<file path="config.mk">
export PLATFORM = sky130hd
export DESIGN_NAME = pipe_ctrl_flat
export DESIGN_NICKNAME = d
export VERILOG_FILES = /design/src/rtl/pipe_ctrl_pkg.sv /design/src/rtl/pipe_ctrl_if.sv /design/src/rtl/pipe_ctrl_sat_counter.sv /design/src/rtl/pipe_ctrl.sv /design/src/flat_wrapper.sv
export SDC_FILE = /design/constraint.sdc
export NUM_CORES = 1
export LEC_CHECK = 0
export CAP_MARGIN = 20
export CORE_ASPECT_RATIO = 1.25
export CORE_MARGIN = 5
export CORE_UTILIZATION = 44
export DETAILED_ROUTE_END_ITERATION = 12
export GPL_ROUTABILITY_DRIVEN = 1
export HOLD_SLACK_MARGIN = 0.08
export PLACE_DENSITY = 0.89
export SETUP_SLACK_MARGIN = 0.05
export SLEW_MARGIN = 10
export SYNTH_ARGS = -nofsm -noshare
export SYNTH_HDL_FRONTEND = slang
export SYNTH_SLANG_ARGS = --single-unit
</file>
<file path="constraint.sdc">
create_clock -name clk -period 4.7 [get_ports clk]
set_clock_uncertainty 0.1 [all_clocks]
set_input_delay 0.705 -clock clk [delete_from_list [all_inputs] [get_ports clk]]
set_output_delay 0.705 -clock clk [all_outputs]
set_load 0.02 [all_outputs]
</file>
<file path="src/rtl/pipe_ctrl_pkg.sv">
// Shared constants for the pipeline sequencer: stall patterns, FSM state codes
// and control levels used by the core's pipeline registers.
package pipe_ctrl_pkg;

  localparam logic        STOP         = 1'b1;
  localparam logic        NO_STOP      = 1'b0;
  localparam logic        ENABLE       = 1'b1;
  localparam logic [31:0] ZERO_WORD    = 32'h0000_0000;

  // Bit order: [0]PC [1]IF [2]ID [3]EX [4]MEM [5]WB
  localparam logic [5:0]  STALL_NONE   = 6'b000000;
  localparam logic [5:0]  STALL_ID     = 6'b000111;
  localparam logic [5:0]  STALL_EX     = 6'b001111;
  localparam logic [5:0]  STALL_MEM    = 6'b011111;

  localparam logic [0:0]  CTRL_IDLE     = 1'b0;
  localparam logic [0:0]  CTRL_DIV_BUSY = 1'b1;

  localparam logic        DIV_START    = 1'b1;
  localparam logic        DIV_CANCEL   = 1'b1;

endpackage

</file>
<file path="src/rtl/pipe_ctrl_if.sv">
// Bundle of hazard requests, divider handshake, exception redirect and
// stall/flush outputs between the sequencer and the rest of the core.
interface pipe_ctrl_if #(
  parameter int CNT_W = 32
);
  logic              stallreq_id;
  logic              stallreq_ex;
  logic              stallreq_mem;
  logic              div_req;
  logic              div_ready;
  logic              excp_valid;
  logic [31:0]       excp_addr;
  logic [5:0]        stall;
  logic              flush;
  logic [31:0]       new_pc;
  logic              div_start;
  logic              div_cancel;
  logic              div_err;
  logic [CNT_W-1:0]  stall_cycles;

  modport master (
    input  stallreq_id, stallreq_ex, stallreq_mem, div_req, div_ready,
           excp_valid, excp_addr,
    output stall, flush, new_pc, div_start, div_cancel, div_err, stall_cycles
  );

  modport slave (
    output stallreq_id, stallreq_ex, stallreq_mem, div_req, div_ready,
           excp_valid, excp_addr,
    input  stall, flush, new_pc, div_start, div_cancel, div_err, stall_cycles
  );
endinterface

</file>
<file path="src/rtl/pipe_ctrl_sat_counter.sv">
// Up-counter with synchronous clear that sticks at all-ones instead of wrapping.
module pipe_ctrl_sat_counter #(
  parameter int W = 32
) (
  input  logic         clk,
  input  logic         clr,
  input  logic         en,
  output logic [W-1:0] q
);

  function automatic logic [W-1:0] sat_inc(input logic [W-1:0] v);
    return (&v) ? v : v + W'(1);
  endfunction

  always_ff @(posedge clk) begin
    if (clr)
      q <= '0;
    else if (en)
      q <= sat_inc(q);
  end

endmodule

</file>
<file path="src/rtl/pipe_ctrl.sv">
// Pipeline sequencer: stall vector, exception flush/redirect, multi-cycle
// divider start/cancel handshake with timeout, and stall-cycle counter.
module pipe_ctrl
  import pipe_ctrl_pkg::*;
#(
  parameter int DIV_MAX_CYCLES = 40,
  parameter int CNT_W          = 32
) (
  input  logic      clk,
  input  logic      rst,
  pipe_ctrl_if.master bus
);

  localparam int BW = $clog2(DIV_MAX_CYCLES) + 1;

  logic [0:0]    state;
  logic [0:0]    state_nxt;
  logic [BW-1:0] busy_cnt;
  logic          err_set;
  logic          div_pending;
  logic [5:0]    stall_c;
  logic          flush_c;
  logic [31:0]   new_pc_c;
  logic          div_start_c;
  logic          div_cancel_c;
  logic          div_err_r;

  // Combinational outputs are forced quiet while rst is high.
  always_comb begin
    state_nxt    = state;
    div_pending  = 1'b0;
    div_start_c  = 1'b0;
    div_cancel_c = 1'b0;
    err_set      = 1'b0;
    stall_c      = STALL_NONE;
    flush_c      = 1'b0;
    new_pc_c     = ZERO_WORD;

    if (!rst) begin
      case (state)
        CTRL_IDLE: begin
          if (bus.div_req && !bus.excp_valid) begin
            div_start_c = DIV_START;
            div_pending = 1'b1;
            state_nxt   = CTRL_DIV_BUSY;
          end
        end
        CTRL_DIV_BUSY: begin
          state_nxt = CTRL_IDLE;
          // Flush beats a same-cycle result; result wins over timeout.
          if (bus.excp_valid) begin
            div_cancel_c = DIV_CANCEL;
          end else if (bus.div_ready) begin
            div_cancel_c = 1'b0;
          end else if (!bus.div_req) begin
            div_cancel_c = DIV_CANCEL;
          end else if (busy_cnt == BW'(DIV_MAX_CYCLES - 1)) begin
            div_cancel_c = DIV_CANCEL;
            err_set      = 1'b1;
          end else begin
            div_pending = 1'b1;
            state_nxt   = CTRL_DIV_BUSY;
          end
        end
        default: state_nxt = CTRL_IDLE;
      endcase

      if (bus.excp_valid) begin
        flush_c  = 1'b1;
        new_pc_c = bus.excp_addr;
      end else if (bus.stallreq_mem) begin
        stall_c = STALL_MEM;
      end else if (bus.stallreq_ex || div_pending) begin
        stall_c = STALL_EX;
      end else if (bus.stallreq_id) begin
        stall_c = STALL_ID;
      end
    end
  end

  always_ff @(posedge clk) begin
    if (rst) begin
      state     <= CTRL_IDLE;
      busy_cnt  <= '0;
      div_err_r <= 1'b0;
    end else begin
      state <= state_nxt;
      if (state == CTRL_IDLE)
        busy_cnt <= '0;
      else
        busy_cnt <= busy_cnt + BW'(1);
      if (err_set)
        div_err_r <= 1'b1;
    end
  end

  pipe_ctrl_sat_counter #(
    .W(CNT_W)
  ) u_stall_cnt (
    .clk (clk),
    .clr (rst),
    .en  (stall_c[2] == STOP),
    .q   (bus.stall_cycles)
  );

  assign bus.stall      = stall_c;
  assign bus.flush      = flush_c;
  assign bus.new_pc     = new_pc_c;
  assign bus.div_start  = div_start_c;
  assign bus.div_cancel = div_cancel_c;
  assign bus.div_err    = div_err_r;

endmodule

</file>
<file path="src/flat_wrapper.sv">
// flat-port wrapper written by rule: the top's interface ports become plain ports
module pipe_ctrl_flat import pipe_ctrl_pkg::*;
#(
  parameter int DIV_MAX_CYCLES = 40,
  parameter int CNT_W          = 32
)
  (clk, rst, bus_stallreq_id, bus_stallreq_ex, bus_stallreq_mem, bus_div_req, bus_div_ready, bus_excp_valid, bus_excp_addr, bus_stall, bus_flush, bus_new_pc, bus_div_start, bus_div_cancel, bus_div_err, bus_stall_cycles);
  pipe_ctrl_if #(.CNT_W(CNT_W)) bus_i ();
  input  logic clk;
  input  logic rst;
  input wire logic [$bits(bus_i.stallreq_id)-1:0] bus_stallreq_id;
  input wire logic [$bits(bus_i.stallreq_ex)-1:0] bus_stallreq_ex;
  input wire logic [$bits(bus_i.stallreq_mem)-1:0] bus_stallreq_mem;
  input wire logic [$bits(bus_i.div_req)-1:0] bus_div_req;
  input wire logic [$bits(bus_i.div_ready)-1:0] bus_div_ready;
  input wire logic [$bits(bus_i.excp_valid)-1:0] bus_excp_valid;
  input wire logic [$bits(bus_i.excp_addr)-1:0] bus_excp_addr;
  output wire logic [$bits(bus_i.stall)-1:0] bus_stall;
  output wire logic [$bits(bus_i.flush)-1:0] bus_flush;
  output wire logic [$bits(bus_i.new_pc)-1:0] bus_new_pc;
  output wire logic [$bits(bus_i.div_start)-1:0] bus_div_start;
  output wire logic [$bits(bus_i.div_cancel)-1:0] bus_div_cancel;
  output wire logic [$bits(bus_i.div_err)-1:0] bus_div_err;
  output wire logic [$bits(bus_i.stall_cycles)-1:0] bus_stall_cycles;
  assign bus_i.stallreq_id = bus_stallreq_id;
  assign bus_i.stallreq_ex = bus_stallreq_ex;
  assign bus_i.stallreq_mem = bus_stallreq_mem;
  assign bus_i.div_req = bus_div_req;
  assign bus_i.div_ready = bus_div_ready;
  assign bus_i.excp_valid = bus_excp_valid;
  assign bus_i.excp_addr = bus_excp_addr;
  assign bus_stall = bus_i.stall;
  assign bus_flush = bus_i.flush;
  assign bus_new_pc = bus_i.new_pc;
  assign bus_div_start = bus_i.div_start;
  assign bus_div_cancel = bus_i.div_cancel;
  assign bus_div_err = bus_i.div_err;
  assign bus_stall_cycles = bus_i.stall_cycles;
  pipe_ctrl #(.DIV_MAX_CYCLES(DIV_MAX_CYCLES), .CNT_W(CNT_W)) u_core (.clk(clk), .rst(rst), .bus(bus_i));
endmodule
</file>
# After elaboration in Yosys (flattened, before gate mapping)
# Index checks and enable logic that the tools add are counted.
dict set report totals {
  regBits 41
  in_bits 40
  output_inout_bits 74
  wordCells 44
}
dict set report op_classes {
  n_addsub 2
  eq_ne 1
  n_mux 29
  n_bitwise 2
  reduce_logical 6
}
# op n
set ops {}
lappend ops {{2-to-1 mux 32 bit} 2}
lappend ops {{adder 32 x 1 -> 32 bit (second input constant)} 1}
lappend ops {{AND reduction 32 bit} 1}
lappend ops {{2-to-1 mux 6 bit} 4}
lappend ops {{2-to-1 mux 1 bit} 21}
lappend ops {{adder 7 x 1 -> 7 bit (second input constant)} 1}
lappend ops {{equality test 7 x 6 -> 1 bit (second input constant)} 1}
lappend ops {{2-to-1 mux 3 bit} 1}
lappend ops {{NOT 1 bit} 2}
lappend ops {{one-hot mux 1 bit (2 select lines)} 1}
lappend ops {{AND reduction 2 bit} 1}
lappend ops {{OR reduction 2 bit} 1}
lappend ops {{logical AND 1 bit} 1}
lappend ops {{logical NOT 1 bit} 1}
lappend ops {{logical OR 1 bit} 1}

# Depth between registers and ports, before layout
dict set report logic_depth {
  ltp_word 13
  ltp_mapped 9
  mapped_depth_nobuf 7
}

# By module
# From an unflattened synthesis, not the netlist that was laid out.
dict set report unflattened {
  cells_unflattened 282
  area_unflattened_um2 2412.3
}
# module instances cells_per_inst area_per_inst_um2
set by_module_without_submodules {}
lappend by_module_without_submodules {pipe_ctrl_sat_counter 1 191 1721.7}
lappend by_module_without_submodules {pipe_ctrl 1 91 690.7}

# Worst setup path before layout
# OpenSTA, ideal clock, no wires.
dict set report synth_path {
  kind {register to output}
  startpoint {reg u_core.busy_cnt[0]}
  endpoint {out bus_stall[0]}
  t_arrival_ns 1.844
  required_time_ns 3.895
  path_slack_ns 2.051
  path_stages_with_launch 7
  cell_sequence {dfxtp_1 -> ha_1 -> nand3_2 -> or4_4 -> a2111oi_4 -> nor2_1 -> buf_4}
}
dict set report synth_via {
  elab_chain_cells 12
}
# item line
set synth_lines {}
lappend synth_lines {{from (decl)} pipe_ctrl.sv:18} ;# logic [BW-1:0] busy_cnt;
lappend synth_lines {{from (signal assigned)} pipe_ctrl.sv:91} ;# busy_cnt <= busy_cnt + BW'(1);
lappend synth_lines {{equality test 7 x 6 -> 1 bit} pipe_ctrl.sv:57} ;# end else if (busy_cnt == BW'(DIV_MAX_CYCLES - 1)) begin
lappend synth_lines {{2-to-1 mux 1 bit} pipe_ctrl.sv:57}
lappend synth_lines {{2-to-1 mux 1 bit} pipe_ctrl.sv:55} ;# end else if (!bus.div_req) begin
lappend synth_lines {{2-to-1 mux 1 bit} pipe_ctrl.sv:53} ;# end else if (bus.div_ready) begin
lappend synth_lines {{2-to-1 mux 1 bit} pipe_ctrl.sv:51} ;# if (bus.excp_valid) begin
lappend synth_lines {{one-hot mux 1 bit (2 select lines)} pipe_ctrl.sv:40} ;# case (state)
lappend synth_lines {{2-to-1 mux 1 bit} pipe_ctrl.sv:39} ;# if (!rst) begin
lappend synth_lines {{logical OR 1 bit} pipe_ctrl.sv:73} ;# end else if (bus.stallreq_ex || div_pending) begin
lappend synth_lines {{2-to-1 mux 6 bit} pipe_ctrl.sv:73}
lappend synth_lines {{2-to-1 mux 6 bit} pipe_ctrl.sv:71} ;# end else if (bus.stallreq_mem) begin
lappend synth_lines {{2-to-1 mux 6 bit} pipe_ctrl.sv:68} ;# if (bus.excp_valid) begin
lappend synth_lines {{2-to-1 mux 6 bit} pipe_ctrl.sv:39}
lappend synth_lines {{to (decl)} flat_wrapper.sv:18} ;# output wire logic [$bits(bus_i.stall)-1:0] bus_stall;
# Every way passes these cells. The select of a mux whose other input is x is not followed.

# Final worst setup path
dict set report layout_path {
  startpoint {reg u_core.busy_cnt[0]}
  endpoint {out bus_stall[2]}
}
# The elaborated chain is that of the path after synthesis.

==> run_results.csv <==
group,metric,value,unit
critical_path,cp.arrival,2.69,ns
hold_path,hold_path.startpoint,"u_core.busy_cnt[0]",
global_route,met3_usage,4.81,%
critical_path,cp_num_buf_inv,1,
synth,synth_enable_flop_cells,0,
place,gp_congestion,0.801,
timing,post-route-period-util,74.3,%
job,cap_violations,0,
finish,fin_nets,435,
synth,synth_area,2370,um2
pwr,p_leak,1.16,nW
timing,tns,0,ns
critical_path,crit_fanout,5,
finish,layout_commonest_cell,"clkdlybuf4s50_1",
clock_tree,cts_setup_buffers,0,
synth,synthesis.nets,331,
clock_tree,cts_root_buf,"clkbuf_8",
timing,rsz0062_at_grt,"false",
global_route,track_usage,20.1,%
clock_tree,numCtsBuffers,5,
critical_path,crit_family,"simple AND/OR/NAND/NOR gates",
timing,max_freq,286,MHz
clock_tree,cts_resized,0,
global_route,grtUsageMet2,36.0,%
die,start_util,46.0,%
finish,syn_to_final_growth,50.3,%
global_route,top_usage_layer,"met2",
hold_path,hold_depth,1,
critical_path,end_kind,"output port",
place,portBuffers,112,
finish,diodes,0,
place,post-place-ws,1.32,ns
detailed_routing,routedWlPerCell,15.2,um
critical_path,cp.required,3.89,ns
synth,yosysTopAreaCell,"dfxtp_1",
synth,async_flop_share,0,%
global_route,use_met1,23.3,%
detailed_routing,antenna_left,0,
critical_path,rr_worst_depth,7,
die,die_h,92.0,um
clock_tree,clock_tree.buffer_depth,2,
clock_tree,cts-htree-levels,2,
clock_tree,cts.sinks,41,
timing,period_needed,3.49,ns
finish,drive_above_1_share,5.84,%
clock_tree,cts_tree,"done",
synth,ys_warn_count,0,
finish,fillCellCount,432,
finish,final_cell_mix,"clkdlybuf4s50_1, dfxtp_1, and2_1",
synth,synth_area_leaders,"dfxtp_1, and2_1, nor2_1",
die,dieArea,6960,um2
finish,utilization,69.1,%
synth,synthCells,289,
clock_tree,hold_buffers,0,
synth,ys.flop_type,"dfxtp_1",
critical_path,critPathKind,"flip-flop to output port",
timing,fin_hold_ws,0.357,ns
critical_path,r2r_start,"u_core.busy_cnt[0]",
critical_path,r2r_slack,2.00,ns
pwr,power.density,197,nW/um2
critical_path,cpMaxStageDelayCell,"clkdlybuf4s50_1",
global_route,grt_pass1_wl,11300,um
die,rows,29,
die,boundaryPins,114,
global_route,grt_pass1_vias,2375,
hold_path,min_path_type,"flip-flop to flip-flop",
synth,synth_seq_cells,41,
synth,syn_avg_cell_area,8.20,um2
critical_path,r2r_end,"u_core.u_stall_cnt.q[23]",
pwr,peakVddDrop,209,uV
global_route,grt_max_degree,34,
detailed_routing,drt_iter0_markers,99,
synth,synth_top_area_share,34.7,%
die,core-area,5150,um2
global_route,grt_overflow,0,
global_route,antenna_found_initial,0,
clock_tree,clock_latency,0.30,ns
clock_tree,cts.clk_slew.worst_paths,0.08,ns
detailed_routing,vias,2478,
timing,hold_viol,0,
critical_path,crit_path_start_kind,"flip-flop",
critical_path,cp_cell_sequence,"ha_1 > nand3_2 > or4_4 > a2111oi_4 > nor2_1 > clkdlybuf4s50_1",
timing,setup_viol,0,
hold_path,holdPathEnd,"u_core.busy_cnt[0]",
detailed_routing,drc,0,
synth,seq_area_frac_synth,34.7,%
detailed_routing,wirelength,6920,um
detailed_routing,drtPass1Iterations,4,
timing,maxSlewHeadroom,64.4,%
timing,slew_viol_final,0,
timing,setup_ws,1.21,ns
die,die_w,75.6,um
synth,ys_types,40,
run_status,status,"finished clean",
timing,worst_pin_slew,0.534,ns
critical_path,critical_path.max_stage_delay,0.56,ns
place,dpl.hpwl,5480,um
detailed_routing,viasPerCell,5.43,
## synth_stat cells, drive strengths merged, types with 7 or more instances
cell type  count
a21oi         23
and2          37
and4           7
buf            8
clkbuf        10
dfxtp         41
nand2         14
nand3         13
nand4         12
nor2          29
o21ai         11
o31ai         12
or3           14
or4           11
xor2           7
## cell type report
class | count | area [um2] | share of cell area (%)
Timing Repair Buffer | 115 | 1140 | 32.1
Sequential cell | 41 | 821 | 23.1
Clock buffer | 5 | 68.8 | 1.93
Clock inverter | 3 | 22.5 | 0.633
Tap cell | 62 | 77.6 | 2.18
Multi-Input combinational cell | 225 | 1410 | 39.5
Inverter | 5 | 18.8 | 0.527
## how the worst max path moves through the flow
stage / from / to / slack, ns / cells after the start
6_report: u_core.busy_cnt[0] / bus_stall[2] / 1.21 / 6
5_1_grt: u_core.busy_cnt[0] / bus_stall[2] / 1.03 / 6
3_3_place_gp: bus_excp_valid / bus_stall[1] / 1.37 / 6
2_1_floorplan: u_core.busy_cnt[0] / bus_stall[0] / 2.05 / 6
4_1_cts: u_core.busy_cnt[0] / bus_stall[1] / 1.18 / 6
3_5_place_dp: bus_excp_valid / bus_stall[1] / 1.32 / 6
## per-layer routing
metal | vias up | part of all wire [%] | wire [um]
met3 | 11 | 9.9 | 686
met5 | - | 0 | 0
li1 | 1238 | - | -
met1 | 1127 | 39 | 2680
met4 | 0 | 1.5 | 104
met2 | 102 | 50 | 3440
## flip-flops by register name (all words and copies together) (netlist names)
register and flops:
u_core.busy_cnt 7, u_core.state 1, u_core.bus.div_err 1, u_core.u_stall_cnt.q 32
## through the flow
stage                     std cells  total power [W]  area (um2)
after floorplan                 289         0.000409        2370
after global placement          448         0.000474        3470
after detailed placement        448         0.000475        3470
after CTS                       456         0.000709        3560
after global routing            456         0.000731        3560
final                           456         0.000703        3560
## worst reg2reg max path, stage by stage (launching register included)
cell,delay [ns]
dfxtp_1,0.36
ha_1,0.22
nand3_2,0.11
or4_4,0.53
a2111oi_4,0.47
or3_1,0.52
or4_1,0.20
a21oi_1,0.06
## power by group
part           internal (W)  total, W  switching [W]
clock              0.000105  0.000236       0.000131
sequential         0.000348  0.000351     0.00000240
combinational     0.0000643  0.000116      0.0000513
total              0.000518  0.000703       0.000185
## cells by family (layout without fill, tap and decap cells)
family          after synthesis  count (layout)  synth area share [%]
other cells                   1               1                 0.158
buf+inv                      23             128                  5.92
compound gates               52              52                  14.7
mux                           2               2                 0.845
xor+xnor                     13              13                  4.81
fa+ha+maj                     2               2                  1.06
simple gates                155             155                  37.9
flops                        41              41                  34.7
Power figures use the tool's default switching activity.
